**src/rtl/cn_pkg.sv**
```systemverilog
// Shared widths, result struct and arithmetic helpers for the min-sum check-node engine.
// The package widths set the datapath; the top-level BITS/DEG_MAX defaults track them.
package cn_pkg;

  localparam int CN_BITS    = 8;
  localparam int CN_DEG_MAX = 64;

  function automatic int mag_width(input int bits);
    return bits - 1;
  endfunction

  function automatic int idx_width(input int deg_max);
    return (deg_max > 1) ? $clog2(deg_max) : 1;
  endfunction

  localparam int MAG_W = mag_width(CN_BITS);
  localparam int IDX_W = idx_width(CN_DEG_MAX);

  localparam logic [MAG_W-1:0] MAG_MAX = {MAG_W{1'b1}};

  typedef struct packed {
    logic [MAG_W-1:0] min1;
    logic [MAG_W-1:0] min2;
    logic [IDX_W-1:0] idx;
    logic             sign;
  } cn_res_t;

  localparam cn_res_t RES_INIT = '{min1: MAG_MAX, min2: MAG_MAX, idx: '0, sign: 1'b0};

  // The most negative code has no positive twin, so it clamps to MAG_MAX.
  function automatic logic [MAG_W-1:0] sat_abs(input logic [CN_BITS-1:0] x);
    logic [CN_BITS-1:0] neg;
    neg = ~x + 1'b1;
    if (!x[CN_BITS-1]) begin
      return x[MAG_W-1:0];
    end else if (neg[CN_BITS-1]) begin
      return MAG_MAX;
    end else begin
      return neg[MAG_W-1:0];
    end
  endfunction

  // lo must hold the lower global indices so that ties keep lo's min1 and idx.
  function automatic cn_res_t cn_merge(input cn_res_t lo, input cn_res_t hi);
    cn_res_t r;
    r.sign = lo.sign ^ hi.sign;
    if (hi.min1 < lo.min1) begin
      r.min1 = hi.min1;
      r.idx  = hi.idx;
      r.min2 = (lo.min1 < hi.min2) ? lo.min1 : hi.min2;
    end else begin
      r.min1 = lo.min1;
      r.idx  = lo.idx;
      r.min2 = (hi.min1 < lo.min2) ? hi.min1 : lo.min2;
    end
    return r;
  endfunction

endpackage

```
**src/rtl/cn_min2_tree.sv**
```systemverilog
// Combinational LANES-input min1/min2/idx/sign reducer, log2(LANES) levels of pairwise merges.
// Masked lanes enter as MAG_MAX with no sign; idx is the local lane number.
module cn_min2_tree
  import cn_pkg::*;
#(
  parameter int LANES = 4
) (
  input  logic [LANES-1:0][CN_BITS-1:0] data,
  input  logic [LANES-1:0]              mask,
  output cn_res_t                       res
);

  cn_res_t stage [LANES];

  always_comb begin
    for (int l = 0; l < LANES; l++) begin
      stage[l].min1 = mask[l] ? sat_abs(data[l]) : MAG_MAX;
      stage[l].min2 = MAG_MAX;
      stage[l].idx  = IDX_W'(l);
      stage[l].sign = mask[l] & data[l][CN_BITS-1];
    end
    // In-place halving: slot j at each level only reads slots 2j and 2j+1, which are not yet overwritten.
    for (int w = LANES / 2; w >= 1; w = w / 2) begin
      for (int j = 0; j < w; j++) begin
        stage[j] = cn_merge(stage[2*j], stage[2*j+1]);
      end
    end
    res = stage[0];
  end

endmodule

```
**src/rtl/cn_min2_stream.sv**
```systemverilog
// Streaming min-sum check-node engine: result one cycle after the last beat; input stalls while a result is held.
// Define CN_OFFSET_EN to subtract OFFSET (floored at 0) from the output magnitudes.
module cn_min2_stream
  import cn_pkg::*;
#(
  parameter int BITS    = CN_BITS,
  parameter int LANES   = 4,
  parameter int DEG_MAX = CN_DEG_MAX,
  parameter int OFFSET  = 1
) (
  input  logic                         clk,
  input  logic                         rst,
  input  logic                         in_valid,
  output logic                         in_ready,
  input  logic [LANES-1:0][BITS-1:0]   in_data,
  input  logic [LANES-1:0]             in_mask,
  input  logic                         in_last,
  output logic                         out_valid,
  input  logic                         out_ready,
  output logic [BITS-2:0]              out_min1,
  output logic [BITS-2:0]              out_min2,
  output logic [$clog2(DEG_MAX)-1:0]   out_idx,
  output logic                         out_sign,
  output logic                         out_err
);

  localparam int NBEATS = DEG_MAX / LANES;
  localparam int BEAT_W = $clog2(NBEATS);
  localparam int LANE_W = $clog2(LANES);

`ifdef CN_OFFSET_EN
  localparam int OFF_EFF = OFFSET;
`else
  localparam int OFF_EFF = 0 * OFFSET;
`endif

  function automatic logic [MAG_W-1:0] apply_off(input logic [MAG_W-1:0] m);
    return (int'(m) > OFF_EFF) ? MAG_W'(int'(m) - OFF_EFF) : '0;
  endfunction

  cn_res_t             acc;
  cn_res_t             tree_res;
  cn_res_t             beat_res;
  cn_res_t             merged;
  logic [BEAT_W-1:0]   beat;
  logic                beat_full;
  logic                accept;

  assign in_ready = !out_valid || out_ready;
  assign accept   = in_valid && in_ready;

  cn_min2_tree #(
    .LANES (LANES)
  ) u_tree (
    .data (in_data),
    .mask (in_mask),
    .res  (tree_res)
  );

  // Lane index occupies the low LANE_W bits, the beat number the rest.
  always_comb begin
    beat_res     = tree_res;
    beat_res.idx = tree_res.idx | (IDX_W'(beat) << LANE_W);
    merged       = cn_merge(acc, beat_res);
  end

  // beat_full marks that every index slot of the frame is used; any further beat overflows.
  always_ff @(posedge clk) begin
    if (rst) begin
      acc       <= RES_INIT;
      beat      <= '0;
      beat_full <= 1'b0;
    end else if (accept) begin
      if (in_last) begin
        acc       <= RES_INIT;
        beat      <= '0;
        beat_full <= 1'b0;
      end else begin
        acc  <= merged;
        beat <= beat + 1'b1;
        if (beat == BEAT_W'(NBEATS - 1)) begin
          beat_full <= 1'b1;
        end
      end
    end
  end

  always_ff @(posedge clk) begin
    if (rst) begin
      out_valid <= 1'b0;
      out_min1  <= MAG_MAX;
      out_min2  <= MAG_MAX;
      out_idx   <= '0;
      out_sign  <= 1'b0;
      out_err   <= 1'b0;
    end else if (accept && in_last) begin
      out_valid <= 1'b1;
      out_min1  <= apply_off(merged.min1);
      out_min2  <= apply_off(merged.min2);
      out_idx   <= merged.idx;
      out_sign  <= merged.sign;
      out_err   <= beat_full;
    end else if (out_ready) begin
      out_valid <= 1'b0;
    end
  end

endmodule

```
**config.mk**
```make
export PLATFORM = sky130hd
export DESIGN_NAME = cn_min2_stream
export DESIGN_NICKNAME = d
export VERILOG_FILES = /design/src/rtl/cn_pkg.sv /design/src/rtl/cn_min2_tree.sv /design/src/rtl/cn_min2_stream.sv
export SDC_FILE = /design/constraint.sdc
export NUM_CORES = 1
export LEC_CHECK = 0
export ABC_CLOCK_PERIOD_IN_PS = 18000
export BUFFER_PORTS_ARGS = -buffer_cell sky130_fd_sc_hd__buf_2
export CAP_MARGIN = 30
export CORE_ASPECT_RATIO = 2
export CORE_MARGIN = 10
export CORE_UTILIZATION = 50
export CTS_CLUSTER_DIAMETER = 40
export DETAILED_ROUTE_END_ITERATION = 10
export PLACE_DENSITY = 0.8
export SYNTH_ARGS = -nofsm -noshare
export SYNTH_HDL_FRONTEND = slang
export SYNTH_SLANG_ARGS = --single-unit
```
**constraint.sdc**
```tcl
create_clock -name clk -period 18 [get_ports clk]
set_input_delay 3.6 -clock clk [delete_from_list [all_inputs] [get_ports clk]]
set_output_delay 3.6 -clock clk [all_outputs]
set_load 0.02 [all_outputs]
```
==> run metrics <==
Post-Place Cells 853; top achievable clock speed 86.67 MHz; number of detailed-routing iterations run before antenna repair 5; fin crit period 11,540 ps; Sink Count 49; run status finished, final reports clean; final non-filler cell total 861; number of H-tree levels 2; worst reg-to-reg setup slack 15,440 ps; share of synthesized registers carrying an async set or reset 0%; unrepaired setup endpoints after global routing false; Synth-to-Final Area Change 10.20%; fill cell count 963; total congestion overflow 0; antenna violations before repair 0; hold path startpoint out_idx[4]$_SDFFE_PP0P_; Worst slew margin 46.86%; Clock Pin Slew Worst Setup and Hold Paths 70 ps; Least-Margin Pin Slew 788.8 ps; final-stage net count 814; Setup crit end kind register; Gate Count Post-Synth 676; Setup WS pre-CTS 6422 ps; quantity of gates resized following cts 0; number of standard-cell rows in the floorplan 52; critical path required time 18,190 ps; number of nets with antenna violations after routing 0; clock tree from TritonCTS done; CP max FO 31; timing endpoint of the critical path acc[14]$_SDFFE_PP1P_; share of final-layout standard cells stronger than drive strength 1 16.25%; Max-Cap Viols 0; Ys Warns 0; CTS buffer count 5; Chip Height 164.7 um; CORE AREA 10,210 sq um; detailed-route wire length 15,920 um; worst IR drop on VDD 111.2 uV; count of buffers inserted at the top-level ports 64; number of buffers inserted to repair setup after CTS 0; count of final max-slew check failures 0; worst flop-to-flop path startpoint out_valid$_SDFFE_PP0P_; Register-to-Register Path Depth 7; number of synthesized flops with an enable pin 0; maximum number of pins on one net before global-route repair 32; number of nets in the synthesized netlist 765; number of DRC markers after the initial detailed-route iteration 202; final worst-path cycle share 64.10%; depth of the worst hold-timing path 2; root buffer selected by CTS sky130_fd_sc_hd__clkbuf_16; static leakage power 2.664 nW; sequential area share after synthesis 18.73%; half-perimeter wire length after detailed placement 13,100 um; boundary pin count 65; final worst clock skew 7.925 ps; synth unique cells 86; Finish-stage setup viols 0; Synth Register Bits 49; clock latency on the worst-skew pair 300 ps; GRT Util Overall 20.80%; final weighted congestion of routability-driven global placement 0.9478; arrival time worst endpoint 11,730 ps; cts hold-fix bufs 0; effective utilization at floorplan 51.26%; via count of the first global-routing pass 5,351; setup ws final 6462 ps; setup TNS 0 ps; Hold Fails Final Rpt 0; number of design rule violations left after detail routing 0; leading register cell type out of synthesis sky130_fd_sc_hd__dfxtp_1; total number of vias 5,284; reg2reg end acc[8]$_SDFFE_PP1P_; Avg WL per Cell 18.49 um; die area 15,210 sq um; power per cell area 163.9 nW/um^2; kind of critical path input pin to register; Syn Std Cell Area 5236 sq um; Post-Route Hold Slack 444.2 ps; post-DR vias/cell 6.137; die width 92.36 um; maximum clock path buffer count 2; Min-Delay Path Class register to register; first-pass GRT wire length 25,990 um; Avg Inst Size Synth 7.746 sq um; startpoint type of the worst setup path input pin; antenna diode count 0; worst setup path start in_data[18]
## metal layers
| metal | GRT usage, % | routed length (um) |
|---|---|---|
| met1 | 19.24 | 5702 |
| met2 | 39.58 | 8560 |
| met3 | 3.047 | 614 |
| met4 | 15.59 | 1042 |
| met5 | 0 | 0 |
## cell families after synthesis
| family | synth area share (%) |
|---|---|
| AO/OA/AOI/OAI | 29.94 |
| adder cells (fa/ha/maj) | 12.28 |
| AND/OR/NAND/NOR | 20.19 |
| buffers and inverters | 6.236 |
| multiplexers | 8.435 |
| XOR/XNOR | 4.182 |
| flip-flops | 18.73 |
## flip-flops by register name, summed over array words and instances (netlist names)
name and flops:
out_min2 7, out_sign 1, out_err 1, out_idx 6
acc 21, beat 4, out_valid 1, beat_full 1
out_min1 7
## synth_stat cells, types with 3 or more instances
cell type,n,share of area (%)
sky130_fd_sc_hd__a211o_1,3,0.50
sky130_fd_sc_hd__a211oi_1,3,0.43
sky130_fd_sc_hd__a21o_1,19,2.7
sky130_fd_sc_hd__a21oi_1,51,4.9
sky130_fd_sc_hd__a22o_1,3,0.50
sky130_fd_sc_hd__a22oi_1,7,1.0
sky130_fd_sc_hd__a41oi_1,3,0.50
sky130_fd_sc_hd__and2_1,6,0.72
sky130_fd_sc_hd__buf_1,3,0.22
sky130_fd_sc_hd__buf_2,3,0.29
sky130_fd_sc_hd__buf_4,3,0.43
sky130_fd_sc_hd__buf_6,3,0.65
sky130_fd_sc_hd__clkbuf_1,14,1.0
sky130_fd_sc_hd__dfxtp_1,49,19
sky130_fd_sc_hd__ha_1,48,11
sky130_fd_sc_hd__inv_1,51,3.7
sky130_fd_sc_hd__mux2_2,7,1.5
sky130_fd_sc_hd__mux2_4,6,1.7
sky130_fd_sc_hd__mux2i_1,25,4.8
sky130_fd_sc_hd__nand2_1,76,5.4
sky130_fd_sc_hd__nand2b_1,10,1.2
sky130_fd_sc_hd__nand3_1,10,0.96
sky130_fd_sc_hd__nand3b_1,6,0.86
sky130_fd_sc_hd__nand4_1,7,0.84
sky130_fd_sc_hd__nor2_1,70,5.0
sky130_fd_sc_hd__nor2b_1,5,0.60
sky130_fd_sc_hd__nor3_1,5,0.48
sky130_fd_sc_hd__nor3b_1,3,0.43
sky130_fd_sc_hd__nor4_1,3,0.36
sky130_fd_sc_hd__o211ai_1,14,2.0
sky130_fd_sc_hd__o21a_1,6,0.86
sky130_fd_sc_hd__o21ai_0,23,2.2
sky130_fd_sc_hd__o21ai_1,11,1.1
sky130_fd_sc_hd__o221ai_1,3,0.50
sky130_fd_sc_hd__o22ai_1,10,1.2
sky130_fd_sc_hd__o31ai_1,8,1.1
sky130_fd_sc_hd__o32ai_1,8,1.3
sky130_fd_sc_hd__or2_2,3,0.36
sky130_fd_sc_hd__xnor2_1,6,1.0
sky130_fd_sc_hd__xor2_1,19,3.2
## worst max-delay path, cell delays in order
cell and delay, ps:
sky130_fd_sc_hd__buf_2 120, sky130_fd_sc_hd__or3_4 400, sky130_fd_sc_hd__o41a_1 540, sky130_fd_sc_hd__o211ai_1 200, sky130_fd_sc_hd__inv_1 80, sky130_fd_sc_hd__ha_1 220
sky130_fd_sc_hd__a2111oi_0 400, sky130_fd_sc_hd__a21oi_1 140, sky130_fd_sc_hd__maj3_2 370, sky130_fd_sc_hd__a21oi_1 500, sky130_fd_sc_hd__buf_4 290, sky130_fd_sc_hd__mux2i_1 560
sky130_fd_sc_hd__inv_1 160, sky130_fd_sc_hd__ha_1 230, sky130_fd_sc_hd__a21o_1 150, sky130_fd_sc_hd__a21o_1 160, sky130_fd_sc_hd__a21oi_1 450, sky130_fd_sc_hd__o21a_1 290
sky130_fd_sc_hd__a31o_1 510, sky130_fd_sc_hd__mux2i_1 510, sky130_fd_sc_hd__ha_1 340, sky130_fd_sc_hd__nand4_1 100, sky130_fd_sc_hd__a21oi_1 60, sky130_fd_sc_hd__a221oi_2 270
sky130_fd_sc_hd__buf_4 350, sky130_fd_sc_hd__and2_1 430, sky130_fd_sc_hd__mux2i_1 230, sky130_fd_sc_hd__nand2_1 70
## per-stage QoR
| stage | area [sq um] | power [W] | utilization [%] |
|---|---|---|---|
| final | 5771 | 0.0009461 | 56.49 |
| after global placement | 5613 | 0.0008136 | 54.95 |
| after global routing | 5771 | 0.001011 | 56.49 |
| after floorplan | 5236 | 0.0006887 | - |
| after CTS | 5771 | 0.0009348 | 56.49 |
| after detailed placement | 5620 | 0.0008324 | 55.02 |
## layout by cell type, fill, tap and decap left out, types with 8 or more instances in the layout
master,n
sky130_fd_sc_hd__nand2b_1,10
sky130_fd_sc_hd__xor2_1,19
sky130_fd_sc_hd__o211ai_1,14
sky130_fd_sc_hd__o21ai_1,11
sky130_fd_sc_hd__a21oi_1,51
sky130_fd_sc_hd__dfxtp_1,49
sky130_fd_sc_hd__o32ai_1,8
sky130_fd_sc_hd__nor2_1,70
sky130_fd_sc_hd__nand3_1,10
sky130_fd_sc_hd__nand2_1,76
sky130_fd_sc_hd__o31ai_1,8
sky130_fd_sc_hd__o21ai_0,23
sky130_fd_sc_hd__buf_2,64
sky130_fd_sc_hd__o22ai_1,10
sky130_fd_sc_hd__a21o_1,19
sky130_fd_sc_hd__ha_1,48
sky130_fd_sc_hd__inv_1,51
sky130_fd_sc_hd__mux2i_1,25
## cell type report
cell class	count	area (sq um)	share of cell area [%]
Clock inverter	3	25.02	0.4337
Inverter	51	191.4	3.317
Multi-Input combinational cell	550	3929	68.08
Clock buffer	5	125.1	2.168
Tap cell	135	168.9	2.927
Timing Repair Buffer	68	350.3	6.071
Sequential cell	49	980.9	17.00
## report_power, final
group / internal [W] / leakage (nW) / switching [W]
sequential: 0.000135 / 0.399 / 0.0000170
combinational: 0.000282 / 2.19 / 0.000413
clock: 0.0000526 / 0.0708 / 0.0000462
## worst min path at each step
| stage | end |
|---|---|
| 2_1_floorplan | beat_full$_SDFFE_PP0P_ |
| 3_3_place_gp | out_idx[3]$_SDFFE_PP0P_ |
| 3_5_place_dp | out_idx[5]$_SDFFE_PP0P_ |
| 4_1_cts | out_idx[5]$_SDFFE_PP0P_ |
| 5_1_grt | out_idx[4]$_SDFFE_PP0P_ |
| 6_report | out_idx[4]$_SDFFE_PP0P_ |
Note: power is estimated with default switching activity, not from simulation.
